===== config.mk =====
export PLATFORM = sky130hd
export DESIGN_NAME = decoder_nseq
export DESIGN_NICKNAME = d
export VERILOG_FILES = /design/src/rtl/decoder_nseq.sv
export SDC_FILE = /design/constraint.sdc
export NUM_CORES = 1
export LEC_CHECK = 0
export CAP_MARGIN = 20
export CORE_MARGIN = 5
export CORE_UTILIZATION = 55
export CTS_CLUSTER_DIAMETER = 150
export DETAILED_ROUTE_END_ITERATION = 8
export PLACE_DENSITY_LB_ADDON = 0.15
export SETUP_SLACK_MARGIN = 0.5
export SYNTH_ARGS = -nofsm -noshare
export SYNTH_HDL_FRONTEND = slang
export SYNTH_SLANG_ARGS = --single-unit
export TNS_END_PERCENT = 20

===== constraint.sdc =====
create_clock -name clk -period 3 [get_ports clk]
set_clock_uncertainty 0.15 [all_clocks]
set_input_delay 0.45 -clock clk [delete_from_list [all_inputs] [get_ports clk]]
set_output_delay 0.45 -clock clk [all_outputs]
set_load 0.005 [all_outputs]

===== src/rtl/decoder_nseq.sv =====
// Registered N-to-2^N decoder (one-hot / thermometer / scan / inverted) with a self-timed scan sequencer.
// Latency 1 cycle from accept to y/y_valid; in_ready drops while disabled, scanning, or on a mode-change cycle.
module decoder_nseq #(
  parameter int SEL_W = 3,
  parameter int DWELL = 4,
  localparam int OUT_W = 2 ** SEL_W
) (
  input  logic             clk,
  input  logic             rst_n,
  input  logic             en,
  input  logic [1:0]       mode,
  input  logic             in_valid,
  output logic             in_ready,
  input  logic [SEL_W-1:0] sel,
  output logic [OUT_W-1:0] y,
  output logic             y_valid,
  output logic [SEL_W-1:0] scan_pos,
  output logic             wrap
);

  localparam int DW_W = (DWELL > 1) ? $clog2(DWELL) : 1;

  localparam logic [1:0] M_ONEHOT = 2'b00;
  localparam logic [1:0] M_THERM  = 2'b01;
  localparam logic [1:0] M_SCAN   = 2'b10;
  localparam logic [1:0] M_INV    = 2'b11;

  logic [1:0]       r_mode;
  logic [DW_W-1:0]  r_dwell;
  logic [SEL_W-1:0] r_scan_pos;
  logic [OUT_W-1:0] r_y;
  logic             r_y_valid;
  logic             r_wrap;

  logic             w_mode_chg;
  logic             w_accept;
  logic             w_dwell_end;
  logic [SEL_W-1:0] w_next_pos;
  logic [OUT_W-1:0] w_onehot;
  logic [OUT_W-1:0] w_therm;
  logic [OUT_W-1:0] w_scan_y;

  assign w_mode_chg  = en & (mode != r_mode);
  assign in_ready    = en & (mode != M_SCAN) & (mode == r_mode);
  assign w_accept    = in_valid & in_ready;

  assign w_onehot    = OUT_W'(1) << sel;
  // Shifting the one-hot left drops the top bit for sel=OUT_W-1, so the subtract wraps to all ones.
  assign w_therm     = (w_onehot << 1) - OUT_W'(1);

  assign w_dwell_end = (r_dwell == DW_W'(DWELL - 1));
  assign w_next_pos  = r_scan_pos + SEL_W'(1);
  assign w_scan_y    = OUT_W'(1) << w_next_pos;

  always_ff @(posedge clk or negedge rst_n) begin
    if (!rst_n) begin
      r_mode     <= M_ONEHOT;
      r_dwell    <= '0;
      r_scan_pos <= '0;
      r_y        <= '0;
      r_y_valid  <= 1'b0;
      r_wrap     <= 1'b0;
    end else if (!en) begin
      r_y_valid <= 1'b0;
      r_wrap    <= 1'b0;
    end else if (w_mode_chg) begin
      r_mode     <= mode;
      r_dwell    <= '0;
      r_scan_pos <= '0;
      r_wrap     <= 1'b0;
      case (mode)
        M_SCAN: begin
          r_y       <= OUT_W'(1);
          r_y_valid <= 1'b1;
        end
        M_INV: begin
          r_y       <= '1;
          r_y_valid <= 1'b0;
        end
        default: begin
          r_y       <= '0;
          r_y_valid <= 1'b0;
        end
      endcase
    end else if (r_mode == M_SCAN) begin
      if (w_dwell_end) begin
        r_dwell    <= '0;
        r_scan_pos <= w_next_pos;
        r_y        <= w_scan_y;
        r_y_valid  <= 1'b1;
        r_wrap     <= (r_scan_pos == SEL_W'(OUT_W - 1));
      end else begin
        r_dwell   <= r_dwell + DW_W'(1);
        r_y_valid <= 1'b0;
        r_wrap    <= 1'b0;
      end
    end else begin
      r_wrap    <= 1'b0;
      r_y_valid <= w_accept;
      if (w_accept) begin
        case (r_mode)
          M_THERM: r_y <= w_therm;
          M_INV:   r_y <= ~w_onehot;
          default: r_y <= w_onehot;
        endcase
      end
    end
  end

  assign y        = r_y;
  assign y_valid  = r_y_valid;
  assign scan_pos = r_scan_pos;
  assign wrap     = r_wrap;

endmodule

==> results of run 1 <==
-- cell type report --
type | instances | area [µm²] | area share
inverter | 9 | 33.8 | 0.0226
timing repair buffer | 27 | 255 | 0.171
tap | 28 | 35.0 | 0.0234
multi-input combinational | 101 | 718 | 0.480
clock inverter | 1 | 5.00 | 0.00335
sequential | 17 | 425 | 0.285
clock buffer | 3 | 22.5 | 0.0151
-- critical path, cell delays in order --
cell and delay (ns):
clkdlybuf4s50_1 0.51, xnor2_1 0.15, o21ai_1 0.13, nor3b_1 0.21, dlygate4sd2_1 0.26
-- flip-flops by register name, summed over array words and instances, names as in the netlist --
| signal | count |
|---|---|
| scan_pos | 3 |
| wrap | 1 |
| r_dwell | 2 |
| r_mode | 2 |
| y_valid | 1 |
| y | 8 |
-- power by group --
part           internal (mW)  switching (mW)
Combinational          0.188           0.173
Sequential             0.272          0.0395
Clock                 0.0499          0.0845
Total                  0.510           0.297
-- stage by stage --
step                      cell area, µm²  hold slack [ns]  worst slack [ns]  power, mW  utilization
after CTS                           1500            0.354             0.691      0.814        0.682
final                               1500            0.346             0.687      0.808        0.682
after floorplan                     1250          0.00441             0.933      0.523            -
after global placement              1470            0.322             0.322      0.661        0.671
after detailed placement            1470            0.323             0.276      0.675        0.671
after global routing                1500            0.365             0.563      0.875        0.682
-- cells in the final DEF (no fill, tap or decap), drive strengths merged, types with 4 or more instances in the layout --
master,instances
ha,7
buf,5
nor2,7
a21oi,6
nor2b,4
clkdlybuf4s50,20
nand2,12
o22a,5
dfrtp,17
o21ai,9
inv,9
-- layer usage --
layer / up-vias / share of wire / routed length (µm) / global-route usage
met5: - / 0 / 0 / 0
met4: 0 / 0.034 / 102 / 0.113
met3: 9 / 0.065 / 198 / 0.0312
met2: 44 / 0.45 / 1360 / 0.316
met1: 543 / 0.45 / 1380 / 0.262
li1: 553 / - / - / -
-- worst min-delay path by stage --
stage / to / depth (start not counted) / start
finish: y[7] / 1 / y[7]
global route: y[7] / 1 / y[7]
CTS: y[7] / 1 / y[7]
detailed placement: y[7] / 1 / y[7]
global placement: y[7] / 1 / y[7]
floorplan: r_dwell[0] / 0 / rst_n
-- logic make-up after synthesis --
| family | Yosys count |
|---|---|
| AO/OA/AOI/OAI | 49 |
| XOR/XNOR | 3 |
| adder cells (fa/ha/maj) | 7 |
| buffers and inverters | 22 |
| flip-flops | 17 |
| multiplexers | 5 |
| AND/OR/NAND/NOR | 37 |
-- timing repair --
item | in CTS | in global routing
resized for setup | 3 | 0
endpoints found under the setup margin | 1 | 0
buffers inserted | 0 | 0
==> results.ini, run 1 <==
[synthesis]
synth_fa_ha_area_frac = 0.0699
synthSimpleGateAreaFrac = 0.149
synth_top_area_frac = 0.340
ys_warn_count = 0
syn_nets = 156
synth_cell_types = 47
synth-async-reset-ratio = 1.00
synth_top_family_by_area = compound AO/OA/AOI/OAI gates
synth_seq_cells = 17
ys_seq_area_frac = 0.340
synth_xor_area_frac = 0.0210
synth_compound_area_frac = 0.289
synth_area_mm2 = 0.00125
synthCells = 140
yosys-top-cells-area = dfrtp_1 (34%), ha_1 (7.0%), nand2_1 (3.6%), o22a_1 (3.5%), o21ai_0 (3.2%)
ys.flop_type = dfrtp_1
muxShareOfSynthArea = 0.0450
ys_top_cells_by_count = dfrtp_1 (17), nand2_1 (12), inv_1 (9)
synth_most_common_cell = dfrtp_1
synth_top_cell_by_area = dfrtp_1
syn_area_per_cell_um2 = 8.95
synth_edf_count = 0

[cts]
clk_latency_ns = 0.31
cts_sinks = 17
hold_buffers = 0
cts.clk_slew.worst_paths_ns = 0.11
htreeDepth = 1
cts_made_buffers = 3
cts-root-buf = clkbuf_4
cts_tree = yes
clockBufferDepth = 2

[timing]
worst_pin_slew_ns = 0.785
fin_crit_sh = 0.771
setup_viol = 0
rsz0062_at_grt = no
hold_viol = 0
slew_headroom = 0.475
fin_tns_setup_ns = 0
report.final.slew_viol_count = 0
finalCriticalPeriod_ns = 2.31
fmax_mhz = 432

[worst_setup_path]
r2r-end = y[0]
path_max_fanout = 3
cp-startpoint = mode[0]
criticalPathCategory = input pin to output pin
startpoint_type = input pin
reg2reg_depth = 6
cp-end-kind = output pin
cp.arrival_ns = 1.71
reg2reg_from = scan_pos[0]
endpoint = in_ready
r2r_setup_slack_ns = 0.83
crit_required_ns = 2.40

[floorplanning]
die_y_um = 57.7
rows = 17
ioPinCount = 23
die_area_mm2 = 0.00333
initial_core_util = 0.572
fp.coreArea_mm2 = 0.00219
fp.dieW_um = 57.7

[place]
globalplace.congestion = 0.830
dp_hpwl_um = 2260
portBuffers = 22
place_inst = 182

[finish]
nFillCells = 180
drive_above_1_share = 0.0823
syn_to_final_growth_pct = 19.4
nets = 175
final_cells = 186
n_antenna_cell = 0

[global_route]
grt_max_degree = 25
grt_usage = 0.201
grt_antenna_before_repair = 0
grt_pass1_wl_um = 5210
grt_pass1_vias = 1101
grt_overflow = 0

[routing]
drc = 0
ant_nets = 0
first_pass_iters = 4
wl_per_cell_um = 16.3
routed-via-count = 1149
wirelength_um = 3040
drt_iter0_drc = 52
via_per_inst = 6.18

[power_and_ir_drop]
vdd_drop_max_mv = 0.433
p_leak_nw = 0.656
p_per_area_mw_per_mm2 = 540

[job]
maxCapViolCount = 0

[min_path]
hold_path.class = flip-flop to flip-flop

[status]
outcome = complete, no violations

No activity file was read; power rests on OpenSTA's default activity.
==> run 2, diff against run 1 <==
--- a/config.mk
+++ b/config.mk
@@ -7,7 +7,7 @@
 export LEC_CHECK = 0
 export CAP_MARGIN = 20
 export CORE_MARGIN = 5
-export CORE_UTILIZATION = 55
+export CORE_UTILIZATION = 52
 export CTS_CLUSTER_DIAMETER = 150
 export DETAILED_ROUTE_END_ITERATION = 8
 export PLACE_DENSITY_LB_ADDON = 0.15
==> constraint.sdc (replaced) <==
create_clock -name clk -period 2.4 [get_ports clk]
set_clock_uncertainty 0.15 [all_clocks]
set_input_delay 0.36 -clock clk [delete_from_list [all_inputs] [get_ports clk]]
set_output_delay 0.36 -clock clk [all_outputs]
set_load 0.005 [all_outputs]
==> run 2 against run 1 <==
First-iteration DRC count rose by 31%; final cell count is 9.1% higher; critical path depth did not move; die area is 4.8% higher; setup slack worse by 0.17 ns; non-clock buffer count up 17; core utilization up 7.8 points; sequential power grew 24%; sequential cell count stayed put; cell area increased by 15%; sequential share of layout area down 3.5 points; register-to-register slack got worse by 0.31 ns.
==> results.ini, run 2 (same netlist as run 1, synthesis figures left out) <==
[worst_setup_path]
cp_slowest_cell = dfrtp_2
path_cells = buf_8 > and3b_1 > o21ai_1 > and2_4 > mux2_4
cp.arrival_ns = 1.91  ; +0.20 ns
max_stage_delay_ns = 0.46  ; -0.05 ns
cp.buffers_inverters = 1  ; -1
cp-end-kind = flip-flop
reg2reg_depth = 5  ; -1
crit_cells = 5  ; unchanged
path_max_fanout = 6  ; +3
cp_top_family = flip-flops
criticalPathCategory = flip-flop to flip-flop
crit_required_ns = 2.43  ; +0.03 ns
startpoint_type = flip-flop

[timing]
worst_pin_slew_ns = 0.421  ; -0.364 ns
report.final.slew_viol_count = 0  ; unchanged
fin_crit_sh = 0.784
whs_ns = 0.219  ; -0.127 ns
slew_headroom = 0.719  ; +0.244
fmax_mhz = 532
finalCriticalPeriod_ns = 1.88
hold_viol = 0  ; unchanged
fin_tns_setup_ns = 0  ; unchanged
rsz0062_at_grt = yes
setup_viol = 0  ; unchanged

[global_route]
grt_antenna_before_repair = 0  ; unchanged
grt_pass1_vias = 1178  ; +7.0%
grt_overflow = 0  ; unchanged
grt_pass1_wl_um = 5340  ; +2.5%
grt_usage = 0.200  ; -0.00147
grt_max_degree = 18  ; -28%

[cts]
cts_made_buffers = 3  ; unchanged
htreeDepth = 1  ; unchanged
clk_latency_ns = 0.30  ; about the same
clockBufferDepth = 2  ; unchanged
cts-root-buf = clkbuf_4
cts.clk_slew.worst_paths_ns = 0.10  ; about the same
hold_buffers = 0  ; unchanged
cts_sinks = 17  ; unchanged
cts_tree = yes

[floorplanning]
fp.coreArea_mm2 = 0.00225  ; +2.9%
ioPinCount = 23  ; unchanged
die_area_mm2 = 0.00349  ; +4.8%
rows = 17  ; unchanged
die_y_um = 59.1  ; +2.3%
initial_core_util = 0.555  ; -0.0162
fp.dieW_um = 59.1  ; +2.3%

[min_path]
hold_path.class = input pin to async pin

[status]
outcome = complete, no violations

[power_and_ir_drop]
fin_total_pwr_mw = 1.14  ; +41%
p_leak_nw = 0.769  ; +17%
p_per_area_mw_per_mm2 = 662  ; +23%
vdd_drop_max_mv = 0.604  ; +39%

[routing]
drt_iter0_drc = 68  ; +31%
routed-via-count = 1233  ; +7.3%
via_per_inst = 6.07  ; -1.7%
wl_per_cell_um = 15.8  ; -3.3%
wirelength_um = 3210  ; +5.6%
first_pass_iters = 4  ; unchanged
ant_nets = 0  ; unchanged
drc = 0  ; unchanged

[job]
maxCapViolCount = 0  ; unchanged

[finish]
nets = 192  ; +9.7%
mostFrequentLayoutCells = buf_4 (20), clkdlybuf4s50_1 (18), dfrtp_1 (15)
syn_to_final_growth_pct = 37.0
n_antenna_cell = 0  ; unchanged
layout_commonest_cell = buf_4
drive_above_1_share = 0.234  ; +0.152
largest_reg_flops = 8  ; unchanged

[place]
dp_hpwl_um = 2200  ; -2.6%
portBuffers = 22  ; unchanged
globalplace.congestion = 0.876  ; +5.5%

==> run 2: path summary, 6_finish.rpt <==
kind	from	endpoint	slack, ns
worst max-delay path	r_mode[0]	y[0]	0.52
worst min-delay path	rst_n	scan_pos[0]	0.22
worst max register to register	r_mode[0]	y[0]	0.52
worst min register to register	y[3]	y[3]	0.36
max in group asynchronous	rst_n	r_mode[0]	1.67
min in group clk	y[3]	y[3]	0.36
==> run 2: report_power, final <==
group	total [mW]	switching [mW]	internal, mW
Clock	0.156	0.0910	0.0648
Combinational	0.593	0.252	0.341
Sequential	0.388	0.0455	0.342
==> run 2: worst reg2reg max path, delay by kind of cell, from the launching register on <==
kind                   cells  cell delay [ns]
AOI/OAI and AO/OA          1             0.28
and+or+nand+nor            2             0.43
DFF                        1             0.46
muxes                      1             0.29
buffers and inverters      1             0.15
==> run 2: area by class of cell <==
cell class,instances,area [µm²]
well taps,28,35.0
fillers,160,539
flip-flops and latches,17,428
multi-input cells,101,779
repair buffers,44,413
clock buffers,4,26.3
inverters,9,33.8
==> run 2: stage by stage <==
stage          cell area (µm²)  instances  setup WS, ns   util
6_report                  1720        203         0.519  0.761
5_1_grt                   1720        203         0.464  0.761
4_1_cts                   1650        200         0.499  0.734
3_5_place_dp              1520        187        0.0307  0.675
3_3_place_gp              1520        187        0.0568  0.675
2_1_floorplan             1280        140         0.489      -
==> run 2: layer usage <==
metal,up-vias,track usage,wire (µm)
li1,578,-,-
met1,602,0.258,1390
met2,42,0.328,1560
met3,11,0.0283,165
met4,0,0.0906,94
met5,-,0,0
==> run 2: repair_timing <==
action,CTS,global route
cloned,1,0
pin swaps,4,5
setup buffers,8,3
setup endpoints to repair,9,8
hold endpoints to repair,0,0
resized for setup,14,7
==> run 3, diff against run 2 <==
==> constraint.sdc (replaced) <==
create_clock -name clk -period 1.93 [get_ports clk]
set_clock_uncertainty 0.15 [all_clocks]
set_input_delay 0.2895 -clock clk [delete_from_list [all_inputs] [get_ports clk]]
set_output_delay 0.2895 -clock clk [all_outputs]
set_load 0.005 [all_outputs]
==> run 3 against run 2 <==
Fmax is 0.67% higher; core utilization is 1.5 points higher; first-iteration DRC count is 57% lower; register-to-register slack worse by 0.46 ns; sequential cell count stayed put; wire length is 0.16% lower; sequential share of layout area is 0.62 points lower; cell area is 2.0% higher; die area stayed put; final cell count is 4.4% higher; hold slack worse by 0.048 ns.
==> results.ini, run 3 (same netlist as run 1, synthesis figures left out) <==
[place]
post_dp_cell_area_mm2 = 0.00167  ; +9.7%
place_inst = 206  ; +10%
dp_hpwl_um = 2430  ; +11%
portBuffers = 22  ; unchanged
globalplace.congestion = 0.837  ; -4.5%

[job]
maxCapViolCount = 0  ; unchanged

[finish]
largest_reg_flops = 8  ; unchanged
final_cells = 212  ; +4.4%
multiInputGateArea_um2 = 768  ; -1.4%
drive_above_1_share = 0.261  ; +0.0266
nFillCells = 168  ; +5.0%
seq_area_um2 = 425  ; -0.58%
syn_to_final_growth_pct = 39.7
utilization = 0.776  ; +0.0150
layout_commonest_cell = buf_4
mostFrequentLayoutCells = buf_4 (29), clkdlybuf4s50_1 (20), dfrtp_1 (17)
fin_area_mm2 = 0.00175  ; +2.0%
n_antenna_cell = 0  ; unchanged
nets = 201  ; +4.7%

[cts]
htreeDepth = 1  ; unchanged
cts_made_buffers = 3  ; unchanged
cts.clk_slew.worst_paths_ns = 0.11  ; about the same
hold_buffers = 0  ; unchanged
cts-root-buf = clkbuf_4
cts_tree = yes
clk_latency_ns = 0.28  ; -0.02 ns
cts_sinks = 17  ; unchanged
clockBufferDepth = 2  ; unchanged

[timing]
hold_viol = 0  ; unchanged
fmax_mhz = 535  ; +0.67%
whs_ns = 0.171  ; -0.0480 ns
worst_pin_slew_ns = 0.289  ; -0.132 ns
slew_headroom = 0.806  ; +0.0865
fin_crit_sh = 0.968  ; +0.184
rsz0062_at_grt = yes
finalCriticalPeriod_ns = 1.87  ; -0.0126 ns
fin_tns_setup_ns = 0  ; unchanged
setup_viol = 0  ; unchanged
report.final.slew_viol_count = 0  ; unchanged

[routing]
first_pass_iters = 4  ; unchanged
ant_nets = 0  ; unchanged
wl_per_cell_um = 15.1  ; -4.4%
via_per_inst = 5.89  ; -3.0%
wirelength_um = 3210  ; -0.16%
drc = 0  ; unchanged
routed-via-count = 1249  ; +1.3%
drt_iter0_drc = 29  ; -57%

[min_path]
hold_path.class = input pin to async pin

[power_and_ir_drop]
p_leak_nw = 0.786  ; +2.2%
vdd_drop_max_mv = 0.746  ; +24%
p_per_area_mw_per_mm2 = 789  ; +19%

[floorplanning]
fp.dieW_um = 59.1  ; unchanged
die_y_um = 59.1  ; unchanged
ioPinCount = 23  ; unchanged
die_area_mm2 = 0.00349  ; unchanged
rows = 17  ; unchanged
fp.coreArea_mm2 = 0.00225  ; unchanged
initial_core_util = 0.555  ; unchanged

[worst_setup_path]
r2r-end = y[0]
cp_slowest_cell = dfrtp_1
path_cells = buf_6 > xor2_2 > o41a_1 > and2_4 > mux2_4
cp-end-kind = flip-flop
startpoint_type = flip-flop
reg2reg_depth = 5  ; unchanged
crit_required_ns = 1.95  ; -0.48 ns
criticalPathCategory = flip-flop to flip-flop
path_max_fanout = 6  ; unchanged
cp.arrival_ns = 1.89  ; -0.02 ns
max_stage_delay_ns = 0.43  ; -0.03 ns
r2r_setup_slack_ns = 0.06  ; -0.46 ns
reg2reg_from = r_mode[0]

[global_route]
grt_usage = 0.201  ; +0.00118
grt_max_degree = 20  ; +2
grt_pass1_wl_um = 5500  ; +3.0%
grt_antenna_before_repair = 0  ; unchanged
grt_overflow = 0  ; unchanged
grt_pass1_vias = 1283  ; +8.9%

[status]
outcome = complete, no violations

run 3: cell type report:
cell class              count  area share
well taps                  28      0.0200
flip-flops and latches     17       0.243
multi-input cells         101       0.439
clock buffers               4      0.0150
repair buffers             53       0.263
inverters                   9      0.0193
run 3: where the power goes:
part / switching, mW / total (mW) / internal (mW)
combinational: 0.319 / 0.720 / 0.401
sequential: 0.0448 / 0.468 / 0.423
clock: 0.113 / 0.193 / 0.0800
run 3: timing repair:
| action | in CTS | in global routing |
|---|---|---|
| resized for setup | 9 | 6 |
| setup buffers | 2 | 0 |
| endpoints found under the setup margin | 29 | 29 |
| gates cloned | 0 | 0 |
| pin swaps | 3 | 2 |
run 3: through the flow:
stage / setup slack, ns / power (mW)
final: 0.0620 / 1.38
after global routing: 0.00255 / 1.48
after CTS: 0.0546 / 1.38
after floorplan: 0.0188 / 0.852
after global placement: -0.343 / 1.13
after detailed placement: -0.355 / 1.15
run 3: worst max path at each step:
| stage | startpoint | to | slack (ns) | depth (start not counted) |
|---|---|---|---|---|
| after detailed placement | mode[0] | in_ready | -0.36 | 5 |
| after global placement | mode[0] | in_ready | -0.34 | 5 |
| after global routing | r_mode[0] | y[0] | 0.003 | 5 |
| final | r_mode[0] | y[0] | 0.06 | 5 |
| after CTS | mode[1] | in_ready | 0.05 | 5 |
| after floorplan | scan_pos[0] | y[0] | 0.02 | 7 |
run 3: metal layers:
layer	vias up	share of wire	GRT usage
li1	598	-	-
met1	611	0.45	0.253
met3	8	0.048	0.0283
met4	0	0.022	0.0939
met5	-	0	0
met2	32	0.48	0.336
run 3: critical path: cells and delay by family, from the launching register on:
family | cells | cell delay [ns]
flops | 1 | 0.43
buf+inv | 1 | 0.15
compound gates | 1 | 0.35
xor+xnor | 1 | 0.18
simple gates | 1 | 0.21
mux | 1 | 0.29
